==> src/rtl/ibex_rf_scrub_ctrl.sv <==
// ibex_rf_scrub_ctrl: RF write-port arbiter and zeroization sweep sequencer.
// Define RF_SCRUB_FAIR_EN for fair mode (core priority, bounded deferral); default is strict scrub priority.
module ibex_rf_scrub_ctrl #(
  parameter int RV32E     = 0,
  parameter int DataWidth = 32,
  parameter int MAX_DEFER = 4
) (
  input  logic                 clk_i,
  input  logic                 rst_i,
  input  logic                 scrub_req_i,
  output logic                 scrub_busy_o,
  output logic                 scrub_done_o,
  input  logic                 wb_we_i,
  input  logic [4:0]           wb_waddr_i,
  input  logic [DataWidth-1:0] wb_wdata_i,
  output logic                 wb_stall_o,
  output logic                 rf_we_o,
  output logic [4:0]           rf_waddr_o,
  output logic [DataWidth-1:0] rf_wdata_o
);
  localparam int NUM_WORDS = RV32E ? 16 : 32;
  localparam logic [4:0] LAST = 5'(NUM_WORDS - 1);
  typedef enum logic [1:0] {IDLE, SWEEP, DONE} state_t;
  state_t     r_state, w_state_nxt;
  logic [4:0] r_ptr;
  logic       w_scrub, w_adv, w_last;
  assign w_last = r_ptr == LAST;
`ifdef RF_SCRUB_FAIR_EN
  localparam int DW = $clog2(MAX_DEFER + 1);
  logic [31:0]   r_skip;
  logic [DW-1:0] r_defer;
  logic          w_want, w_force;
  assign w_want  = !r_skip[r_ptr];
  assign w_force = r_defer == DW'(MAX_DEFER);
  assign w_scrub = r_state == SWEEP && w_want && (w_force || !wb_we_i);
  assign w_adv   = r_state == SWEEP && (w_scrub || !w_want);
  // Bitmap and deferral only live for the duration of one sweep.
  always_ff @(posedge clk_i) begin
    if (rst_i || r_state != SWEEP || (w_adv && w_last)) begin
      r_skip  <= '0;
      r_defer <= '0;
    end else begin
      if (wb_we_i && !wb_stall_o && wb_waddr_i != 5'd0) r_skip[wb_waddr_i] <= 1'b1;
      r_defer <= w_scrub ? '0 : (w_want && wb_we_i && !w_force) ? r_defer + 1'b1 : r_defer;
    end
  end
`else
  assign w_scrub = r_state == SWEEP;
  assign w_adv   = w_scrub;
`endif
  always_ff @(posedge clk_i) begin
    if (rst_i) begin
      r_state <= IDLE;
      r_ptr   <= 5'd1;
    end else begin
      r_state <= w_state_nxt;
      r_ptr   <= w_adv ? (w_last ? 5'd1 : r_ptr + 5'd1) : r_ptr;
    end
  end
  always_comb begin
    w_state_nxt = r_state;
    w_state_nxt = r_state == IDLE  ? (scrub_req_i ? SWEEP : IDLE) :
                  r_state == SWEEP ? ((w_adv && w_last) ? DONE : SWEEP) : IDLE;
  end
  assign scrub_busy_o = r_state == SWEEP;
  assign scrub_done_o = r_state == DONE;
  assign wb_stall_o   = w_scrub && wb_we_i;
  assign rf_we_o      = w_scrub || wb_we_i;
  assign rf_waddr_o   = w_scrub ? r_ptr : wb_waddr_i;
  assign rf_wdata_o   = w_scrub ? '0 : wb_wdata_i;
endmodule

==> config.mk <==
export PLATFORM = sky130hd
export DESIGN_NAME = ibex_rf_scrub_ctrl
export DESIGN_NICKNAME = d
export VERILOG_FILES = /design/src/rtl/ibex_rf_scrub_ctrl.sv
export SDC_FILE = /design/constraint.sdc
export NUM_CORES = 1
export LEC_CHECK = 0
export CAP_MARGIN = 20
export CORE_MARGIN = 3
export CORE_UTILIZATION = 25
export DETAILED_ROUTE_END_ITERATION = 12
export GPL_TIMING_DRIVEN = 0
export PLACE_DENSITY = 0.8
export SETUP_SLACK_MARGIN = 0.5
export SLEW_MARGIN = 20
export SYNTH_ARGS = -nofsm -noshare
export SYNTH_HDL_FRONTEND = slang
export SYNTH_SLANG_ARGS = --single-unit
==> constraint.sdc <==
create_clock -name clk_i -period 2.4 [get_ports clk_i]
set_clock_uncertainty 0.15 [all_clocks]
set_input_delay 0.6 -clock clk_i [delete_from_list [all_inputs] [get_ports clk_i]]
set_output_delay 0.6 -clock clk_i [all_outputs]
set_load 0.005 [all_outputs]
==> impl_metrics.yaml <==
power:
  power.leakage_nw: 0.872
  power_mw: 0.559
  powerDensity_nw_per_um2: 319
  vdd_drop_max_v: 0.000246
setup_path:
  cp-start-kind: "flip-flop"
  path_cells: "nand2b_4, buf_8, clkbuf_8, and2_1, buf_2"
  worst_ep_required_time_ns: 1.65
  slowest_delay_ns: 0.32
  critical_path_class: "flip-flop to output pin"
  endpoint_kind: "output pin"
  cp_max_fo: 7
  slowest_stage: "dfxtp_2"
  cp.arrival_ns: 1.30
clock_tree:
  clock_latency_ns: 0.27
  cts_max_path_buffers: 2
  cts_sinks: 7
  hold_buffers: 0
  cts_root_buf: "clkbuf_4"
  cts_tree: "yes"
  numCtsBuffers: 3
  h-tree-depth: 1
  clk_pin_slew_ns: 0.05
placed_design:
  port_buffers: 81
  dp_cells: 200
  hpwlAfterDp_um: 2560
  place_congestion: 0.867
  dpl_cell_area_um2: 1470
route:
  num_vias: 989
  wl_per_cell_um: 17.3
  routed_wl_um: 3710
  drtIter0Drc: 14
  dr.pass1.iters: 4
  top_layer: "met4"
  viasPerCell: 4.60
  dr_wl_met3_um: 565
  met2WireLength_um: 1870
  drtAntennaViolNets: 0
  m1WireLength_um: 1210
  drc: 0
flow_run:
  drv_cap: 0
sta:
  worst_slew_pin_slew_ns: 0.254
  setup_viol: 0
  rsz0062_at_grt: "true"
  fmax_mhz: 487
  timing.slew.headroom_pct: 83.0
  finalSetupTns_ns: 0
  fin_crit_sh_pct: 85.5
  final.min_clock_period_ns: 2.05
  hold_viol_final: 0
  drv_slew: 0
layout:
  final_util_pct: 76.3
  finalNonFillerCells: 215
  area_delta_synth_final_pct: 181
  fin_nets: 232
  design_area_um2: 1750
  drive_gt1_share_pct: 52.9
  antenna-diode-count: 0
floorplanning:
  num_rows: 17
  die-area_um2: 3130
  ios: 82
  core_region_area_um2: 2300
  die_width_um: 55.9
  die_y_um: 55.9
  start_util_pct: 27.1
global_route:
  overflow: 0
  grt_pass1_wl_um: 5600
  antenna_found_initial: 0
  grt_pass1_vias: 1119
  grt_start_max_net_pins: 8
  grt_usage_pct: 24.3
status:
  status: "completed"
logic_synthesis:
  synth_cells: 91
  syn_nets: 135
  synth_cell_types: 23
  yosysWarnings: 0
  synth_seq_cells: 7
  syn_area_per_cell_um2: 6.85
  yosysSeqAreaShare_pct: 22.5
  netlist_area_um2: 623
hold_path:
  hold_class: "flip-flop to flip-flop"
## worst paths after layout
kind | startpoint | to | slack (ns) | cells past startpoint
hold reg to reg | r_state[1]$_SDFF_PP0_ | r_state[0]$_SDFF_PP0_ | 0.35 | 2
setup reg to reg | r_ptr[0]$_SDFFE_PP1P_ | r_ptr[2]$_SDFFE_PP0P_ | 0.59 | 5
hold / removal | r_state[1]$_SDFF_PP0_ | r_state[0]$_SDFF_PP0_ | 0.35 | 2
setup / recovery | r_state[1]$_SDFF_PP0_ | rf_wdata_o[5] | 0.35 | 5
## area by class of cell
type | count | area, um^2
buffer | 6 | 82.6
clock buffer | 4 | 26.3
fill | 157 | 544
inverter | 2 | 12.5
multi-input combinational | 76 | 534
sequential | 7 | 145
tap | 28 | 35.0
timing repair buffer | 92 | 917
## state kept, by name (all words and copies together), names as in the netlist
signal	cells
r_ptr	5
r_state	2
## through the flow
step / worst slack [ns] / hold WS [ns]
2_1_floorplan: 0.623 / 0.254
3_3_place_gp: -0.0458 / 0.265
3_5_place_dp: -0.0681 / 0.290
4_1_cts: 0.350 / 0.270
5_1_grt: 0.290 / 0.364
6_report: 0.347 / 0.349
## layer usage
metal / global-route usage [%] / up-vias
met1: 22.0 / 459
met3: 17.6 / 4
li1: - / 480
met5: 0 / -
met2: 41.4 / 46
met4: 10.2 / 0
## cells in the final DEF, fill, tap and decap left out
| cell type | instances |
|---|---|
| a21oi_1 | 4 |
| a31oi_1 | 1 |
| and2_1 | 4 |
| and2_4 | 29 |
| and3_1 | 2 |
| buf_16 | 1 |
| buf_2 | 10 |
| buf_4 | 5 |
| buf_6 | 32 |
| buf_8 | 4 |
| clkbuf_1 | 1 |
| clkbuf_4 | 3 |
| clkbuf_8 | 5 |
| clkdlybuf4s50_1 | 26 |
| dfxtp_1 | 3 |
| dfxtp_2 | 4 |
| dlygate4sd2_1 | 14 |
| dlymetal6s2s_1 | 1 |
| ha_1 | 1 |
| ha_2 | 2 |
| inv_1 | 1 |
| inv_6 | 1 |
| mux2i_1 | 1 |
| nand2_1 | 17 |
| nand2_2 | 2 |
| nand2b_4 | 1 |
| nand3_1 | 1 |
| nor2_1 | 2 |
| nor2b_1 | 1 |
| nor3_1 | 1 |
| nor3b_1 | 1 |
| o21ai_0 | 2 |
| o21bai_1 | 1 |
| or2b_1 | 1 |
| or4_1 | 1 |
| or4b_1 | 1 |
## worst max-delay path, delay by kind of cell (launching register included)
family	cells	cell delay (ns)
DFF	1	0.32
and+or+nand+nor	2	0.29
buffers and inverters	3	0.43
## logic make-up (layout without fill, tap and decap cells)
family	after synthesis	after routing	share of synthesized area, %
flops	7	7	22.5
compound gates	8	8	7.03
fa+ha+maj	3	3	6.02
buf+inv	8	104	6.22
mux	1	1	1.61
simple gates	64	64	56.6
## Yosys cell counts
| master | count | area [um^2] |
|---|---|---|
| nor3_1 | 1 | 5.00 |
| nor2_1 | 2 | 7.51 |
| dfxtp_1 | 7 | 140 |
| a21oi_1 | 4 | 20.0 |
| and3_1 | 2 | 12.5 |
| inv_1 | 2 | 7.51 |
| or2b_1 | 1 | 7.51 |
| clkbuf_1 | 4 | 15.0 |
| o21bai_1 | 1 | 7.51 |
| mux2i_1 | 1 | 10.0 |
| a31oi_1 | 1 | 6.26 |
| buf_2 | 1 | 5.00 |
| and2_1 | 33 | 206 |
| nand3_1 | 1 | 5.00 |
| ha_1 | 3 | 37.5 |
| nor2b_1 | 1 | 6.26 |
| nand2b_1 | 1 | 6.26 |
| o21ai_0 | 2 | 10.0 |
| nor3b_1 | 1 | 7.51 |
| or4_1 | 1 | 7.51 |
| or4b_1 | 1 | 10.0 |
| nand2_1 | 19 | 71.3 |
| buf_6 | 1 | 11.3 |
## what timing repair did
action,CTS,global route
buffers inserted,4,1
pin swaps,33,1
endpoints found under the setup margin,42,42
gates resized for setup,256,15
gates cloned,6,0
## report_power, final
part           internal (mW)  switching (mW)
Combinational          0.215           0.101
Clock                 0.0639          0.0502
Sequential             0.122         0.00705
Total                  0.401           0.158
Note: power is estimated with default switching activity, not from simulation.
